<file path="config.mk">
export PLATFORM = sky130hd
export DESIGN_NAME = fetch_unit
export DESIGN_NICKNAME = d
export VERILOG_FILES = /design/src/rtl/fetch_pkg.sv /design/src/rtl/fetch_unit_next_pc_sel.sv /design/src/rtl/fetch_unit.sv
export SDC_FILE = /design/constraint.sdc
export NUM_CORES = 1
export LEC_CHECK = 0
export CAP_MARGIN = 20
export CORE_MARGIN = 2
export CORE_UTILIZATION = 48
export CTS_BUF_LIST = sky130_fd_sc_hd__clkbuf_8
export CTS_CLUSTER_DIAMETER = 40
export DETAILED_ROUTE_END_ITERATION = 10
export PLACE_DENSITY_LB_ADDON = 0.25
export SLEW_MARGIN = 20
export SYNTH_ARGS = -nofsm -noshare
export SYNTH_HDL_FRONTEND = slang
export SYNTH_SLANG_ARGS = --single-unit
</file>
<file path="constraint.sdc">
create_clock -name clk -period 3.97 [get_ports clk]
set_clock_uncertainty 0.2 [all_clocks]
set_input_delay 0.9925 -clock clk [delete_from_list [all_inputs] [get_ports clk]]
set_output_delay 0.9925 -clock clk [all_outputs]
set_load 0.01 [all_outputs]
</file>
<file path="src/rtl/fetch_pkg.sv">
// Shared types and constants for the fetch stage and the opcode decoder.
package fetch_pkg;

    typedef enum logic [1:0] {
        REQ  = 2'd0,
        WAIT = 2'd1,
        HOLD = 2'd2,
        ERR  = 2'd3
    } fetch_state_t;

    localparam logic [31:0] NOP_INSTR = 32'h0000_0013;

    localparam logic [6:0] OPC_R      = 7'b0110011;
    localparam logic [6:0] OPC_I_ALU  = 7'b0010011;
    localparam logic [6:0] OPC_LOAD   = 7'b0000011;
    localparam logic [6:0] OPC_STORE  = 7'b0100011;
    localparam logic [6:0] OPC_BRANCH = 7'b1100011;
    localparam logic [6:0] OPC_JAL    = 7'b1101111;
    localparam logic [6:0] OPC_JALR   = 7'b1100111;
    localparam logic [6:0] OPC_LUI    = 7'b0110111;
    localparam logic [6:0] OPC_AUIPC  = 7'b0010111;

endpackage

</file>
<file path="src/rtl/fetch_unit_next_pc_sel.sv">
// Next-PC target selection: JALR > JAL > taken branch > sequential, plus a misalignment flag.
module next_pc_sel #(
    parameter int XLEN = 32
) (
    input  logic [XLEN-1:0] pc,
    input  logic [XLEN-1:0] imm,
    input  logic [XLEN-1:0] rs1_data,
    input  logic            branch_taken,
    input  logic            jal,
    input  logic            jalr,
    output logic [XLEN-1:0] target,
    output logic            misaligned
);

    logic [XLEN-1:0] jalr_sum;

    always_comb begin
        jalr_sum = rs1_data + imm;
        target   = pc + XLEN'(4);
        if (jalr) begin
            target = jalr_sum & ~XLEN'(1);
        end else if (jal || branch_taken) begin
            target = pc + imm;
        end
        misaligned = |target[1:0];
    end

endmodule

</file>
<file path="src/rtl/fetch_unit.sv">
// Instruction fetch stage: holds the PC, reads one word at a time from instruction
// memory and presents the registered instruction to decode until it is retired.
module fetch_unit
    import fetch_pkg::*;
#(
    parameter int               XLEN     = 32,
    parameter logic [XLEN-1:0]  RESET_PC = XLEN'(32'h0000_0000)
) (
    input  logic              clk,
    input  logic              rst_n,
    output logic              imem_req,
    output logic [XLEN-1:0]   imem_addr,
    input  logic              imem_rvalid,
    input  logic [31:0]       imem_rdata,
    output logic [31:0]       instr,
    output logic [6:0]        opcode,
    output logic              instr_valid,
    input  logic              instr_ready,
    output logic [XLEN-1:0]   pc,
    output logic [XLEN-1:0]   pc_plus4,
    input  logic              branch_taken,
    input  logic              jal,
    input  logic              jalr,
    input  logic [XLEN-1:0]   imm,
    input  logic [XLEN-1:0]   rs1_data,
    output logic              fetch_err,
    output fetch_state_t      dbg_state
);

    // Handshakes: imem_req is a one-cycle pulse with a single read outstanding and
    // imem_rvalid is honoured only in WAIT; instr_valid/instr_ready transfer an
    // instruction on the cycle both are high, and outputs stay frozen while valid waits.

    fetch_state_t    state, state_next;
    logic            armed;
    logic [XLEN-1:0] target;
    logic            misaligned;
    logic            retire;

    next_pc_sel #(.XLEN(XLEN)) u_next_pc_sel (
        .pc          (pc),
        .imm         (imm),
        .rs1_data    (rs1_data),
        .branch_taken(branch_taken),
        .jal         (jal),
        .jalr        (jalr),
        .target      (target),
        .misaligned  (misaligned)
    );

    assign retire = (state == HOLD) && instr_ready;

    always_comb begin
        state_next = state;
        case (state)
            REQ:     if (armed)       state_next = WAIT;
            WAIT:    if (imem_rvalid) state_next = HOLD;
            HOLD:    if (instr_ready) state_next = misaligned ? ERR : REQ;
            ERR:     state_next = ERR;
            default: state_next = ERR;
        endcase
    end

    // armed keeps the first request out of the reset cycle itself.
    always_ff @(posedge clk or negedge rst_n) begin
        if (!rst_n) begin
            state <= REQ;
            armed <= 1'b0;
            pc    <= RESET_PC;
            instr <= NOP_INSTR;
        end else begin
            state <= state_next;
            armed <= 1'b1;
            if ((state == WAIT) && imem_rvalid) begin
                instr <= imem_rdata;
            end
            if (retire && !misaligned) begin
                pc <= target;
            end
        end
    end

    assign imem_req    = (state == REQ) && armed;
    assign imem_addr   = pc;
    assign instr_valid = (state == HOLD);
    assign fetch_err   = (state == ERR);
    assign opcode      = instr[6:0];
    assign pc_plus4    = pc + XLEN'(4);
    assign dbg_state   = state;

endmodule

</file>
# Yosys cells after proc, flatten, opt, wreduce, memory -nomap -nowiden
# Cells that the tools add are included.
# classes
addsub	3
n_eq_ne	6
n_mux	7
reduce_logical	9
# ops
operator	n
$add 32x32->32	2
$mux 32	2
$add 32x3->32 const B	1
$mux 2	4
$pmux 2 s4	1
$eq 2x2->1 const B	2
$logic_and 1x1->1	4
$ne 2x2->1 const B	2
$reduce_and 3->1	1
$eq 2x1->1 const B	1
$logic_not 2->1	1
$ne 2x1->1 const B	1
$reduce_or 2->1	1
$logic_not 1->1	1
$logic_or 1x1->1	1
# word_totals
regBits	67
in_bits	103
out_inout_bits	140

# Depth between registers and ports, before layout
# Gate-level depths: netlist of the first run.
# depth
word_depth	7
depth_mapped	11
ltp_nobuf	11

# Cells and area by module
# From an unflattened synthesis of the first run, not the netlist that was laid out.
# unflattened
hier_cells	943
hier_area_um2	7967.6
# by_module_without_submodules
module	n_inst	cells_per_inst	area_per_inst_um2
next_pc_sel	1	661	4528.1
fetch_unit	1	282	3439.5

# Worst setup path after synthesis of the first run
# No wires, ideal clock.
# synth_timing
path_type	input port to flip-flop
startpoint	input imm[0]
endpoint	register pc[26], in the netlist imem_addr[26]
arrival_ns	3.152
required_time_ns	3.646
setup_slack_ns	0.494
cell_stages	11
n_path_buf	0
path_cell_list	and2_1 -> fa_1 -> a21oi_1 -> nor2_1 -> nor4b_1 -> or3_1 -> a21oi_4 -> a21bo_1 -> a211o_1 -> and3_1 -> a211o_1
# synth_via
elab_chain_len	6
elab_cells_between_ends	7
cone_classes	add/sub (2); mux (2); reduce/logical (3)
# synth_lines
item	line_no	source
start: declaration	fetch_unit.sv:24	input logic [XLEN-1:0] imm,
$add 32x32->32	fetch_unit_next_pc_sel.sv:23	target = pc + imm;
$mux 32	fetch_unit_next_pc_sel.sv:22	end else if (jal || branch_taken) begin
$mux 32 *	fetch_unit_next_pc_sel.sv:20	if (jalr) begin
$reduce_or 2->1	fetch_unit_next_pc_sel.sv:25	misaligned = |target[1:0];
$logic_not 1->1	fetch_unit.sv:77	if (retire && !misaligned) begin
$logic_and 1x1->1	fetch_unit.sv:77	
end signal: assignment	fetch_unit.sv:78	pc <= target;
end: declaration	fetch_unit.sv:19	output logic [XLEN-1:0] pc,
# Mark *: on every way between the ends. The rest lies on a longest branch, timed or not.
# A chain may end at the register's enable or synchronous reset.

# Worst setup path in the final report of the first run
# layout_timing
startpoint	register pc[2], in the netlist imem_addr[2]
endpoint	output pc_plus4[21]
# layout_via
elab_chain_len	1
# layout_lines
item	line_no	source
$add 32x3->32	fetch_unit.sv:88	assign pc_plus4 = pc + XLEN'(4);
end: declaration	fetch_unit.sv:20	output logic [XLEN-1:0] pc_plus4,
# No other way between the ends.

==> results of run 1 <==
==> sequential cells by signal, indices dropped and copies added (netlist names) <==
name	flops
dbg_state	2
imem_addr	32
instr	32
armed	1
==> timing repair <==
action | 4_1_cts | 5_1_grt
setup buffers | 0 | 1
resized for setup | 8 | 23
setup endpoints to repair | 11 | 19
hold buffers | 0 | 0
pin swaps | 0 | 10
==> kinds of logic after synthesis <==
family | share of synthesized area (%)
mux | 5.80
other cells | 0.0530
buf+inv | 6.84
compound gates | 23.6
flops | 23.7
fa+ha+maj | 11.5
xor+xnor | 9.40
simple gates | 19.1
==> synthesized netlist by cell type (10+ instances only) <==
| master | number |
|---|---|
| a21oi_1 | 85 |
| nand2_1 | 77 |
| dfrtp_1 | 64 |
| ha_1 | 62 |
| o21ai_0 | 54 |
| nor2_1 | 50 |
| xnor2_1 | 47 |
| buf_4 | 41 |
| mux2_2 | 32 |
| xor2_1 | 29 |
| nand3_1 | 27 |
| clkbuf_1 | 26 |
| a21o_1 | 22 |
| a211oi_1 | 20 |
| and3_1 | 16 |
| inv_1 | 16 |
| and2_1 | 15 |
| nand2b_1 | 13 |
| nor3_1 | 13 |
| a31oi_1 | 12 |
| nand4_1 | 10 |
| nor2b_1 | 10 |
==> critical path, cell delays in order (launching register included) <==
cell,delay [ns]
dfrtp_1,0.36
buf_4,0.15
nand4_1,0.13
nor2_1,0.17
and4_4,0.31
buf_4,0.17
nand4_1,0.11
xnor2_1,0.30
clkdlybuf4s50_1,0.61
==> placed cells by master (no fill, tap or decap), types with 5 or more instances in the layout <==
master           instances
ha_1                    60
a211oi_1                20
o211ai_1                 8
a21o_1                  22
nor3_1                  13
clkdlybuf4s50_1        239
nor2b_1                  9
nand2b_1                13
nand3_1                 26
a211o_1                  6
clkbuf_8                 9
nor2_1                  49
a21oi_1                 82
and4_1                   6
dfrtp_1                 62
xor2_1                  28
and2_1                  15
nand2_1                 77
mux2_2                  32
inv_1                   16
buf_4                  135
and3_1                  16
xnor2_1                 43
nand4_1                 10
a31oi_1                 12
o21bai_1                 8
o21ai_0                 54
mux2i_1                  5
==> power by group through the flow <==
stage / sequential [W] / clock [W] / combinational (W)
floorplan: 0.00148 / 0 / 0.00238
global placement: 0.00132 / 0 / 0.00461
detailed placement: 0.00134 / 0 / 0.00467
CTS: 0.00134 / 0.000660 / 0.00470
global route: 0.00141 / 0.000688 / 0.00513
finish: 0.00135 / 0.000655 / 0.00478
==> metrics by stage <==
step | power, W | cell area [um2] | worst slack (ns) | std cells
2_1_floorplan | 0.00386 | 7080 | 0.494 | 855
3_3_place_gp | 0.00594 | 10400 | -0.369 | 1346
3_5_place_dp | 0.00602 | 10400 | -0.369 | 1346
4_1_cts | 0.00670 | 10600 | 0.0227 | 1362
5_1_grt | 0.00723 | 10700 | -0.0431 | 1363
6_report | 0.00679 | 10700 | 0.124 | 1363
==> final cells by class <==
type | count | area share [%]
Inverter | 16 | 0.560
Multi-Input combinational cell | 701 | 47.1
Clock buffer | 9 | 1.16
Clock inverter | 7 | 0.933
Timing Repair Buffer | 379 | 32.4
Sequential cell | 67 | 15.7
Tap cell | 184 | 2.15
==> worst max path at each step <==
stage	slack [ns]	to	cells past startpoint	start
6_report	0.12	pc_plus4[21]	8	imem_addr[2]
5_1_grt	-0.04	imem_addr[28]	13	imm[2]
4_1_cts	0.02	pc_plus4[29]	8	imem_addr[3]
3_5_place_dp	-0.37	imem_addr[26]	13	imm[1]
3_3_place_gp	-0.37	imem_addr[26]	13	imm[1]
2_1_floorplan	0.49	imem_addr[26]	11	imm[0]
==> per-layer routing <==
metal,track usage (%),vias up,part of all wire (%)
li1,-,3726,-
met1,40.0,3633,42
met2,49.6,396,47
met3,4.15,39,8.6
met4,8.76,0,2.3
met5,0,-,0
==> summary.md, run 1 <==
| Metric | Value |
|---|---|
| Sink Count | `67` |
| Relative slew slack | `38.7%` |
| Pint | `0.00393 W` |
| Clock power share | `9.6%` |
| Vias | `7794` |
| Final hold viol count | `0` |
| Slew @ Worst Pin | `0.919 ns` |
| Seq pwr share | `19.9%` |
| Sw frac | `42.1%` |
| Multi-input logic area | `5050 um2` |
| Antenna violations before repair | `0` |
| Synth Net Count | `1022` |
| Clock Latency Late Sink | `0.36 ns` |
| Wire length per cell | `17.7 um` |
| Combinational share of power | `70.5%` |
| Post-DRT Antenna Nets | `0` |
| Worst r2r dst | `imem_addr[31]` |
| NetSw | `0.00286 W` |
| Layout cells sized above 1 | `19.3%` |
| Max-cap viol count | `0` |
| Pwr Density | `633 nW/um2` |
| Fill cell count | `1113` |
| Number of antenna diodes | `0` |
| Core area | `14500 um2` |
| Die area | `15700 um2` |
| First-pass GRT wire length | `37.9 mm` |
| CTS tree | `yes` |
| IO buf count | `242` |
| Worst-path clk slew | `0.08 ns` |
| Worst hold slack | `0.307 ns` |
| Arr. time, crit path | `2.65 ns` |
| Synth warn | `0` |
| Root Buffer | `clkbuf_8` |
| Number of synthesized flops with an enable pin | `0` |
| Hpwl dp | `19.4 mm` |
| Initial DRC count | `604` |
| Hold Crit Start | `instr[20]` |
| Startpoint Class | `flip-flop` |
| R2R setup slack | `0.80 ns` |
| Hold crit path type | `flip-flop to flip-flop` |
| Fmax | `0.260 GHz` |
| Leakage | `4.83 nW` |
| Syn Area/Cell | `8.28 um2` |
| Endpoint, Worst Hold | `instr[20]` |
| # DRC | `0` |
| Final Util | `74.1%` |
| Final Max Tran Viols | `0` |
| Crit. End Element | `output pin` |
| Setup TNS | `0 ns` |
| Netlist cell types | `72` |
| Layout net count | `1341` |
| I/O pin cnt | `243` |
| DR vias/cell | `5.72` |
| Endpoints failing setup | `0` |
| Syn Inst Count | `855` |
| Sequential area share after synthesis | `23.7%` |
| DIE HEIGHT | `125 um` |
| Largest net degree at the start of global routing | `40` |
| CTS Buf Count | `9` |
| Layout area overhead | `51.4%` |
| Tot GR Track Use | `29.7%` |
| FF+latch area | `1680 um2` |
| Initial Util | `48.9%` |
| FF+latch count, synth | `67` |
| Crit Path Max Fanout | `6` |
| Hold Path Stages | `1` |
| Dominant cell type by area after synthesis | `dfrtp_1` |
| Reg-to-reg critical path startpoint | `imem_addr[4]` |
| Site row count | `44` |
| Die Wd | `125 um` |
| Vias in the first global route | `7453` |
| CTS Buffer Depth | `2` |
| Status | `completed` |
| Predominant post-synthesis flop cell | `dfrtp_1` |
| Synthesized area | `7080 um2` |
| Share of the synthesized area in the top cell type | `22.6%` |
| Period Utilization, post-route | `96.9%` |
| DRT Wirelength | `24.2 mm` |
| Ys async rst share | `100%` |
| Total congestion overflow | `0` |
| Htree depth | `3` |
| Drt first pass iters | `5` |
| Worst VDD drop | `274 uV` |
| R2R cell count | `11` |
| GPL Wtd Cong | `0.971` |
| Worst EP required | `2.78 ns` |
| Min cycle time layout | `3.85 ns` |
| Largest cells by area after synthesis | `dfrtp_1, ha_1, a21oi_1, xnor2_1, mux2_2` |
| CP Class | `flip-flop to output pin` |
(Power assumes the default switching activity.)
==> inputs of run 2 (changes only) <==
- CTS_BUF_LIST: sky130_fd_sc_hd__clkbuf_8 -> sky130_fd_sc_hd__clkbuf_2
==> summary.md, run 2 (synthesis results as in run 1) <==
| Metric | Value |
|---|---|
| CTS tree | `yes` |
| Initial DRC count | `651 (+7.8%)` |
| Worst VDD drop | `265 uV (-3.1%)` |
| Total power | `0.00658 W (-3.0%)` |
| Die area | `15700 um2 (unchanged)` |
| Tot GR Track Use | `29.7% (+0.048 points)` |
| Total congestion overflow | `0 (unchanged)` |
| Period Utilization, post-route | `96.0% (-0.89 points)` |
| Core area | `14500 um2 (unchanged)` |
| Relative slew slack | `39.4% (+0.73 points)` |
| DR vias/cell | `5.74 (+0.40%)` |
| # DRC | `0 (unchanged)` |
| CP Class | `flip-flop to output pin` |
| Antenna violations before repair | `1 (+1)` |
| Hpwl dp | `19.4 mm (unchanged)` |
| Root Buffer | `clkbuf_2` |
| Post-DP Area | `10400 um2 (unchanged)` |
| Most frequent cells in the layout | `clkdlybuf4s50_1, buf_4, a21oi_1` |
| Design Area, Final | `10600 um2 (-0.79%)` |
| Final Max Tran Viols | `0 (unchanged)` |
| Largest net degree at the start of global routing | `40 (unchanged)` |
| Clock Latency Late Sink | `0.55 ns (+0.19 ns)` |
| Endpoints failing setup | `0 (unchanged)` |
| R2R cell count | `9 (-2)` |
| Worst-path clk slew | `0.25 ns (+0.17 ns)` |
| Fill cell count | `1137 (+2.2%)` |
| Site row count | `44 (unchanged)` |
| Leakage | `4.89 nW (+1.3%)` |
| Htree depth | `3 (unchanged)` |
| Vias in the first global route | `7468 (+0.20%)` |
| Initial Util | `48.9% (unchanged)` |
| CTS Buffer Depth | `2 (unchanged)` |
| Crit. Startpoint | `imem_addr[2]` |
| Vias | `7837 (+0.55%)` |
| Max Used Layer | `met4` |
| DRT Wirelength | `24.1 mm (-0.21%)` |
| Status | `completed` |
| Arr. time, crit path | `2.62 ns (-0.03 ns)` |
| I/O pin cnt | `243 (unchanged)` |
| Post-CTS Hold Buffers | `0 (unchanged)` |
| Slew @ Worst Pin | `0.908 ns (-0.0109 ns)` |
| Die Wd | `125 um (unchanged)` |
| Post-DRT Antenna Nets | `0 (unchanged)` |
| Final Util | `73.5% (-0.59 points)` |
| R2R setup slack | `0.66 ns (-0.14 ns)` |
| RSZ-0062 raised after global routing | `no` |
| Max-cap viol count | `0 (unchanged)` |
| CTS Buf Count | `9 (unchanged)` |
| Crit. End Element | `output pin` |
| Final hold viol count | `0 (unchanged)` |
| Met2 wire len | `11.1 mm (-1.6%)` |
| DIE HEIGHT | `125 um (unchanged)` |
| Sink Count | `67 (unchanged)` |
| IO buf count | `242 (unchanged)` |
| Pwr Density | `619 nW/um2 (-2.2%)` |
| Min cycle time layout | `3.81 ns (-0.0354 ns)` |
| Worst EP required | `2.78 ns (about the same)` |
| Hold crit path type | `input port to async pin` |
| Met3 Wirelength | `2.15 mm (+3.2%)` |
| Worst r2r dst | `imem_addr[27]` |
| M1 wire length | `10.2 mm (-0.47%)` |
| First-pass GRT wire length | `38.0 mm (+0.18%)` |
| Crit Path Max Fanout | `7 (+1)` |
| Reg-to-reg critical path startpoint | `imem_addr[0]` |
| Most common cell after layout, fill and taps aside | `clkdlybuf4s50_1` |
| GPL Wtd Cong | `0.971 (unchanged)` |
| Layout net count | `1342 (+0.075%)` |
| Fmax | `0.262 GHz (+0.93%)` |
| FF+latch area | `1680 um2 (unchanged)` |
| Multi-input logic area | `5030 um2 (-0.47%)` |
| Placed cells | `1346 (unchanged)` |
| Post-layout instance count excluding filler cells | `1365 (+0.15%)` |
| Layout area overhead | `50.2%` |
| Drt first pass iters | `7 (+2)` |
| Startpoint Class | `flip-flop` |
| Wire length per cell | `17.7 um (-0.35%)` |
| Layout cells sized above 1 | `19.2% (-0.10 points)` |
==> run 2: layer usage <==
metal,track usage [%],vias up
li1,-,3732
met1,39.5,3626
met2,49.2,423
met3,5.18,56
met4,9.41,0
met5,0,-
==> run 2: worst max-delay path by stage <==
stage                     slack (ns)             to  cells after the start
final                           0.16   pc_plus4[22]                      7
after global placement         -0.37  imem_addr[26]                     13
after detailed placement       -0.37  imem_addr[26]                     13
after floorplan                 0.49  imem_addr[26]                     11
after global routing            0.02   pc_plus4[22]                      7
after CTS                      -0.10   pc_plus4[20]                      8
==> run 2: timing repair <==
item / CTS / global route
setup endpoints to repair: 20 / 13
pin swaps: 2 / 3
setup buffers: 1 / 1
gates resized for setup: 26 / 15
==> run 2: layout make-up <==
type,count,area share (%)
sequential,67,15.8
multi-input combinational,701,47.3
tap,184,2.16
inverter,16,0.565
clock buffer,9,0.423
antenna,1,0.0235
timing repair buffer,380,32.8
clock inverter,7,0.941
==> run 2: per-stage QoR <==
| stage | setup slack (ns) | setup TNS (ns) | hold WS, ns |
|---|---|---|---|
| floorplan | 0.494 | 0 | 0.350 |
| global placement | -0.369 | -2.76 | 0.285 |
| detailed placement | -0.369 | -3.33 | 0.291 |
| CTS | -0.105 | -0.188 | 0.334 |
| global route | 0.0195 | 0 | 0.348 |
| finish | 0.159 | 0 | 0.308 |
==> run 2: critical path, cell delays in order, from the launching register on <==
cell and delay, ns:
dfrtp_1 0.41, ha_2 0.21, nand3_2 0.14, nor2_4 0.15
and4_4 0.31, nand2_1 0.12, xnor2_2 0.18, clkdlybuf4s50_1 0.57
==> run 2: power breakdown <==
| part | internal (W) | switching [W] |
|---|---|---|
| registers | 0.000999 | 0.000348 |
| logic | 0.00254 | 0.00220 |
| clock network | 0.000212 | 0.000286 |
| total | 0.00375 | 0.00284 |
